$ cat config.mk
export PLATFORM = sky130hd
export DESIGN_NAME = muldiv_ctrl
export DESIGN_NICKNAME = d
export VERILOG_FILES = /design/src/rtl/muldiv_ctrl_pkg.sv /design/src/rtl/muldiv_ctrl_div_iter.sv /design/src/rtl/muldiv_ctrl.sv
export SDC_FILE = /design/constraint.sdc
export NUM_CORES = 2
export LEC_CHECK = 0
export ABC_AREA = 1
export BUFFER_PORTS_ARGS = -buffer_cell sky130_fd_sc_hd__buf_2
export CORE_MARGIN = 1.5
export CORE_UTILIZATION = 45
export CTS_CLUSTER_DIAMETER = 40
export DETAILED_ROUTE_END_ITERATION = 8
export PLACE_DENSITY_LB_ADDON = 0.15
export SETUP_SLACK_MARGIN = 0.5
export SLEW_MARGIN = 20
export SYNTH_ARGS = -nofsm -noshare
export SYNTH_HDL_FRONTEND = slang
export SYNTH_SLANG_ARGS = --single-unit
$ cat constraint.sdc
create_clock -name clk -period 10.6 [get_ports clk]
set_input_delay 2.12 -clock clk [delete_from_list [all_inputs] [get_ports clk]]
set_output_delay 2.12 -clock clk [all_outputs]
set_load 0.05 [all_outputs]
$ cat src/rtl/muldiv_ctrl_pkg.sv
// Shared types for the RV32M multiply/divide sequencer: op encodings, FSM
// states and the per-op control flags latched at acceptance.
package rv32i_types;

  typedef enum logic [2:0] {
    FN_MUL    = 3'd0,
    FN_MULH   = 3'd1,
    FN_MULHSU = 3'd2,
    FN_MULHU  = 3'd3,
    FN_DIV    = 3'd4,
    FN_DIVU   = 3'd5,
    FN_REM    = 3'd6,
    FN_REMU   = 3'd7
  } muldiv_funct3_t;

  typedef enum logic [1:0] {
    S_IDLE,
    S_MUL,
    S_DIV,
    S_DONE
  } muldiv_state_t;

  typedef struct packed {
    logic hi_half;  // multiply returns product[2W-1:W]
    logic is_rem;   // divide returns the remainder
    logic neg_quo;  // quotient needs negating
    logic neg_rem;  // remainder needs negating
  } muldiv_ctl_t;

  function automatic logic is_div_op(muldiv_funct3_t f);
    return f inside {FN_DIV, FN_DIVU, FN_REM, FN_REMU};
  endfunction

  function automatic logic is_signed_div(muldiv_funct3_t f);
    return f inside {FN_DIV, FN_REM};
  endfunction

  function automatic logic is_rem_op(muldiv_funct3_t f);
    return f inside {FN_REM, FN_REMU};
  endfunction

endpackage

$ cat src/rtl/muldiv_ctrl_div_iter.sv
// Restoring divider on unsigned magnitudes, one quotient bit per step.
// quotient/remainder show the values the registers take after the current step.
module div_iter #(
  parameter int WIDTH = 32
) (
  input  logic             clk,
  input  logic             load,
  input  logic             step,
  input  logic [WIDTH-1:0] dividend,
  input  logic [WIDTH-1:0] divisor,
  output logic [WIDTH-1:0] quotient,
  output logic [WIDTH-1:0] remainder
);

  logic [WIDTH-1:0] quo_q, rem_q, dsr_q;
  logic [WIDTH-1:0] quo_d, rem_d;
  logic [WIDTH:0]   partial, trial;

  always_comb begin
    // NOTE: every variable gets a default before any branch, so no latch is inferred.
    partial = {rem_q, quo_q[WIDTH-1]};
    trial   = partial - {1'b0, dsr_q};
    rem_d   = partial[WIDTH-1:0];
    quo_d   = {quo_q[WIDTH-2:0], 1'b0};
    if (!trial[WIDTH]) begin
      rem_d    = trial[WIDTH-1:0];
      quo_d[0] = 1'b1;
    end
  end

  assign quotient  = quo_d;
  assign remainder = rem_d;

  // NOTE: datapath registers carry no reset; load always initialises them before use.
  always_ff @(posedge clk) begin
    // NOTE: sequential state uses non-blocking assignments so all registers update together.
    if (load) begin
      rem_q <= '0;
      quo_q <= dividend;
      dsr_q <= divisor;
    end else if (step) begin
      rem_q <= rem_d;
      quo_q <= quo_d;
    end
  end

endmodule

$ cat src/rtl/muldiv_ctrl.sv
// RV32M multiply/divide sequencer: accepts an M-op from EX, stalls the front
// end while the multiplier or iterative divider runs, then pulses done.
module muldiv_ctrl
  import rv32i_types::*;
#(
  parameter int WIDTH      = 32,
  parameter int MUL_CYCLES = 2,
  parameter int DIV_ITERS  = WIDTH
) (
  input  logic             clk,
  input  logic             rst,
  input  logic             start,
  input  logic [2:0]       funct3,
  input  logic [WIDTH-1:0] a,
  input  logic [WIDTH-1:0] b,
  input  logic             flush,
  output logic             stall,
  output logic             done,
  output logic [WIDTH-1:0] result
);

  localparam int MAX_CNT = (MUL_CYCLES > DIV_ITERS) ? MUL_CYCLES : DIV_ITERS;
  localparam int CNT_W   = $clog2(MAX_CNT + 1);
  localparam logic [WIDTH-1:0] MIN_NEG = {1'b1, {(WIDTH-1){1'b0}}};

  muldiv_state_t      state_q;
  logic [CNT_W-1:0]   count_q;
  logic               done_q;
  logic [WIDTH-1:0]   result_q;
  muldiv_ctl_t        ctl_q, ctl_d;
  logic [2*WIDTH-1:0] product_q, product_d;

  muldiv_funct3_t     op;
  logic               op_div, op_sdiv, a_neg, b_neg;
  logic               div_zero, div_ovf, special, accept;
  logic [WIDTH-1:0]   a_mag, b_mag, special_res;
  logic               mul_a_sgn, mul_b_sgn;
  logic [2*WIDTH-1:0] mul_a, mul_b;
  logic [WIDTH-1:0]   quo, rem, quo_fix, rem_fix, div_res, mul_res;
  logic               div_load, div_step;

  // Operand decode for the op currently presented by EX.
  assign op       = muldiv_funct3_t'(funct3);
  assign op_div   = is_div_op(op);
  assign op_sdiv  = is_signed_div(op);
  assign a_neg    = op_sdiv && a[WIDTH-1];
  assign b_neg    = op_sdiv && b[WIDTH-1];
  assign a_mag    = a_neg ? -a : a;
  assign b_mag    = b_neg ? -b : b;
  assign div_zero = (b == '0);
  assign div_ovf  = op_sdiv && (a == MIN_NEG) && (b == '1);
  assign special  = op_div && (div_zero || div_ovf);
  assign accept   = start && !flush && !rst;

  always_comb begin
    special_res = '0;
    if (div_zero)     special_res = is_rem_op(op) ? a : '1;
    else if (div_ovf) special_res = is_rem_op(op) ? '0 : MIN_NEG;
  end

  assign ctl_d = '{hi_half: (op != FN_MUL),
                   is_rem:  is_rem_op(op),
                   neg_quo: a_neg ^ b_neg,
                   neg_rem: a_neg};

  // Extending both operands to 2W bits gives the low 2W bits of the 33x33 signed product.
  assign mul_a_sgn = (op == FN_MULH || op == FN_MULHSU) && a[WIDTH-1];
  assign mul_b_sgn = (op == FN_MULH) && b[WIDTH-1];
  assign mul_a     = {{WIDTH{mul_a_sgn}}, a};
  assign mul_b     = {{WIDTH{mul_b_sgn}}, b};
  assign product_d = mul_a * mul_b;

  always_ff @(posedge clk) begin
    if (state_q == S_IDLE && accept) begin
      ctl_q     <= ctl_d;
      product_q <= product_d;
    end
  end

  assign div_load = (state_q == S_IDLE) && accept && op_div && !special;
  assign div_step = (state_q == S_DIV) && !flush && !rst;

  div_iter #(.WIDTH(WIDTH)) u_div_iter (
    .clk      (clk),
    .load     (div_load),
    .step     (div_step),
    .dividend (a_mag),
    .divisor  (b_mag),
    .quotient (quo),
    .remainder(rem)
  );

  assign quo_fix = ctl_q.neg_quo ? -quo : quo;
  assign rem_fix = ctl_q.neg_rem ? -rem : rem;
  assign div_res = ctl_q.is_rem ? rem_fix : quo_fix;
  assign mul_res = ctl_q.hi_half ? product_q[2*WIDTH-1:WIDTH] : product_q[WIDTH-1:0];

  always_ff @(posedge clk) begin
    if (rst) begin
      state_q  <= S_IDLE;
      count_q  <= '0;
      done_q   <= 1'b0;
      result_q <= '0;
    end else if (flush) begin
      state_q <= S_IDLE;
      count_q <= '0;
      done_q  <= 1'b0;
    end else begin
      done_q <= 1'b0;
      unique case (state_q)
        S_IDLE: begin
          if (start) begin
            if (special) begin
              result_q <= special_res;
              done_q   <= 1'b1;
              state_q  <= S_DONE;
            end else if (op_div) begin
              count_q <= CNT_W'(DIV_ITERS);
              state_q <= S_DIV;
            end else begin
              count_q <= CNT_W'(MUL_CYCLES);
              state_q <= S_MUL;
            end
          end
        end
        S_MUL: begin
          count_q <= count_q - 1'b1;
          if (count_q == CNT_W'(1)) begin
            result_q <= mul_res;
            done_q   <= 1'b1;
            state_q  <= S_DONE;
          end
        end
        S_DIV: begin
          count_q <= count_q - 1'b1;
          if (count_q == CNT_W'(1)) begin
            result_q <= div_res;
            done_q   <= 1'b1;
            state_q  <= S_DONE;
          end
        end
        S_DONE: state_q <= S_IDLE;
      endcase
    end
  end

  // DONE drops stall so the pipeline advances in the same cycle the result is consumed.
  assign stall  = !rst && !flush &&
                  (((state_q == S_IDLE) && start) || state_q == S_MUL || state_q == S_DIV);
  assign done   = done_q;
  assign result = result_q;

endmodule

==> summary.txt <==
Critical path
  – Reg2reg path depth: 31
  – Endpoint class of the critical path: register
  – Highest-delay cell along the critical path: fa_2
  – CP startpoint kind: primary input
  – CP Class: primary input to register
  – R2R Setup Slk: 5.02 ns
  – Crit path top cell by count: fa_1
  – Crit-path max FO: 8
  – CP peak stage delay: 0.58 ns
  – CP required: 10.90 ns
  – Reg-to-reg critical path endpoint: result[28]$_SDFFE_PP0P_
  – Reg-to-Reg Start: u_div_iter.quo_q[31]$_DFFE_PP_
  – CP arrival: 10.00 ns

Synth
  – Synth cell count leaders: inv_1 (1780), nand2_1 (1731), fa_1 (1126)
  – Top cell type's share of synthesized area: 42.2%
  – Most common cell in the netlist: inv_1
  – Area contributors post-synth: fa_1 (42%), inv_1 (13%), nand2_1 (12%)
  – Syn nets: 8233
  – Unique masters post-synth: 63
  – Mapped Area: 0.0534 mm2
  – Yosys reg bits: 205
  – Number of synthesized flops with an enable pin: 132
  – Post-synth top flop: edfxtp_1
  – Warnings from Yosys: 0
  – Area leader, netlist: fa_1
  – Syn avg cell area: 7.87 um2
  – Async S/R FF share, synth: 0%
  – Sequential share of the synthesized area: 10.2%
  – Syn Inst Count: 6780

Timing
  – Skew final: 0.0245 ns
  – Least-Margin Pin Slew: 1.09 ns
  – F_max: 0.103 GHz
  – Final Hold Fails: 0
  – Setup ws final: 0.898 ns
  – Setup TNS: 0 ns
  – Setup violators final: 0
  – Pins Over Slew Limit: 0
  – Headroom to the max-slew limit: 27.0%
  – Minimum clock period: 9.70 ns
  – RSZ-0062 raised after global routing: true
  – Final worst-path cycle share: 91.5%

Global route
  – Initial antenna violation count: 5
  – Largest net degree at the start of global routing: 69
  – Vias in the first global route: 45100
  – Tot GR Track Use: 29.2%
  – Gr ovfl total: 0
  – First-pass GRT wire length: 269 mm

Floorplan
  – DIE WIDTH: 347 um
  – Die Footprint: 0.121 mm2
  – Row count: 126
  – Core area: 0.118 mm2
  – Starting Density: 45.3%
  – Die extent in y: 347 um
  – IO Pins: 105

Placed design
  – Dpl cells: 8223
  – PortBufs: 104
  – Worst slack, placed: 0.256 ns
  – GP Congestion: 1.01
  – DP HPWL: 143 mm

Job
  – Max cap viols: 0

Clock tree
  – CTS Buffer Depth: 3
  – # H-tree levels: 2
  – Clock transition at the registers of the reported paths: 0.05 ns
  – CTS tree: yes
  – Clock Tree Root: clkbuf_16
  – Inserted Clock Buffers: 41
  – Clock Sinks: 205
  – Worst-Skew Late Latency: 0.56 ns

Route
  – Via total after detailed routing: 43300
  – Post-Route WL: 172 mm
  – Initial drt markers: 3759
  – ANT nets after route: 0
  – DRC errors left: 0
  – Wirelength per Cell: 20.7 um
  – Via density: 5.22
  – Drt first pass iters: 6

Min path
  – Worst Hold Endpoint: result[27]$_SDFFE_PP0P_
  – Min-delay worst type: register to register
  – WHS Path Cells: 2
  – HP Start: result[27]$_SDFFE_PP0P_

Cells and area
  – Nets: 8184
  – Layout Cells excl Fill: 8303
  – Syn-to-layout area delta: 6.69%
  – Fillers: 11800
  – Ratio of cells with drive above 1 in the final layout: 6.49%

Status
  – Status: complete, no violations
logic make-up (layout without fill, tap and decap cells):
kind of cell    Yosys count  in the layout  share of synthesized area (%)
xor+xnor                158            158                           2.59
compound gates          514            514                           5.51
simple gates           2394           2394                           18.4
fa+ha+maj              1382           1382                           48.2
other cells               0              4                              0
buf+inv                2127           2110                           15.1
flops                   205            205                           10.2
per-layer routing:
metal	vias up	track usage, %	part of all wire (%)
met3	255	3.28	6.9
li1	19600	-	-
met4	2	10.5	3.9
met5	-	0	0.0076
met1	21900	40.9	43
met2	1544	47.0	46
cell usage in the layout, fill, tap and decap left out, drive strengths merged, types with 3 or more instances in the layout:
master | netlist | routed
a211oi | 4 | 4
a21o | 8 | 8
a21oi | 205 | 205
a221oi | 3 | 3
a31oi | 24 | 24
buf | 149 | 240
clkbuf | 184 | 48
clkinv | 5 | 14
clkinvlp | 0 | 6
dfxtp | 73 | 73
diode | 0 | 4
edfxtp | 132 | 132
fa | 1126 | 1126
ha | 256 | 256
inv | 1789 | 1800
nand2 | 1777 | 1777
nand3 | 164 | 164
nand3b | 20 | 20
nand4 | 34 | 34
nor2 | 310 | 310
nor3 | 58 | 58
nor4 | 13 | 13
o211ai | 11 | 11
o21a | 7 | 7
o21ai | 174 | 174
o21bai | 29 | 29
o22ai | 33 | 33
o31ai | 7 | 7
or2 | 11 | 11
xnor2 | 55 | 55
xor2 | 103 | 103
through the flow:
step	util, %	hold slack [ns]	instance area (um2)
after floorplan	-	0.455	53400
after global placement	47.1	0.455	55500
after detailed placement	47.1	0.457	55500
after CTS	48.2	0.465	56900
after global routing	48.3	0.480	57000
final	48.3	0.464	57000
worst max path at each step:
| stage | depth (start not counted) | end | slack, ns | startpoint |
|---|---|---|---|---|
| 4_1_cts | 25 | product_q[55]$_DFFE_PP_ | 0.82 | b[13] |
| 5_1_grt | 33 | product_q[61]$_DFFE_PP_ | 0.42 | funct3[2] |
| 3_3_place_gp | 25 | product_q[55]$_DFFE_PP_ | 0.27 | b[13] |
| 6_report | 33 | product_q[61]$_DFFE_PP_ | 0.90 | funct3[2] |
| 2_1_floorplan | 28 | product_q[61]$_DFFE_PP_ | 0.86 | funct3[2] |
| 3_5_place_dp | 25 | product_q[55]$_DFFE_PP_ | 0.26 | b[13] |
worst max-delay path: cells and delay by family:
family	cells	cell delay, ns
fa+ha+maj	9	4.53
simple gates	10	1.52
buf+inv	10	1.20
compound gates	3	0.50
xor+xnor	1	0.09
cell type report:
cell class	instances	area [um2]	share of cell area, %
multi-input combinational	4448	39900	70.1
antenna	4	10.0	0.0176
inverter	1794	6750	11.8
sequential	205	5430	9.52
tap	1536	1920	3.37
timing repair buffer	241	1570	2.76
clock buffer	47	1090	1.91
clock inverter	28	255	0.448
sequential cells by signal, indices dropped and copies added (netlist names):
name	cells
count_q	6
u_div_iter.rem_q	32
product_q	64
u_div_iter.dsr_q	32
ctl_q	4
state_q	2
u_div_iter.quo_q	32
done	1
result	32
repair_timing:
action	4_1_cts	5_1_grt
hold buffers	0	0
gates resized for setup	0	9
setup endpoints to repair	0	3
buffers inserted	0	0
Power is left out: the tool's default activity adds up to more than one toggle a clock period on the data nets, which glitch-free logic cannot reach.
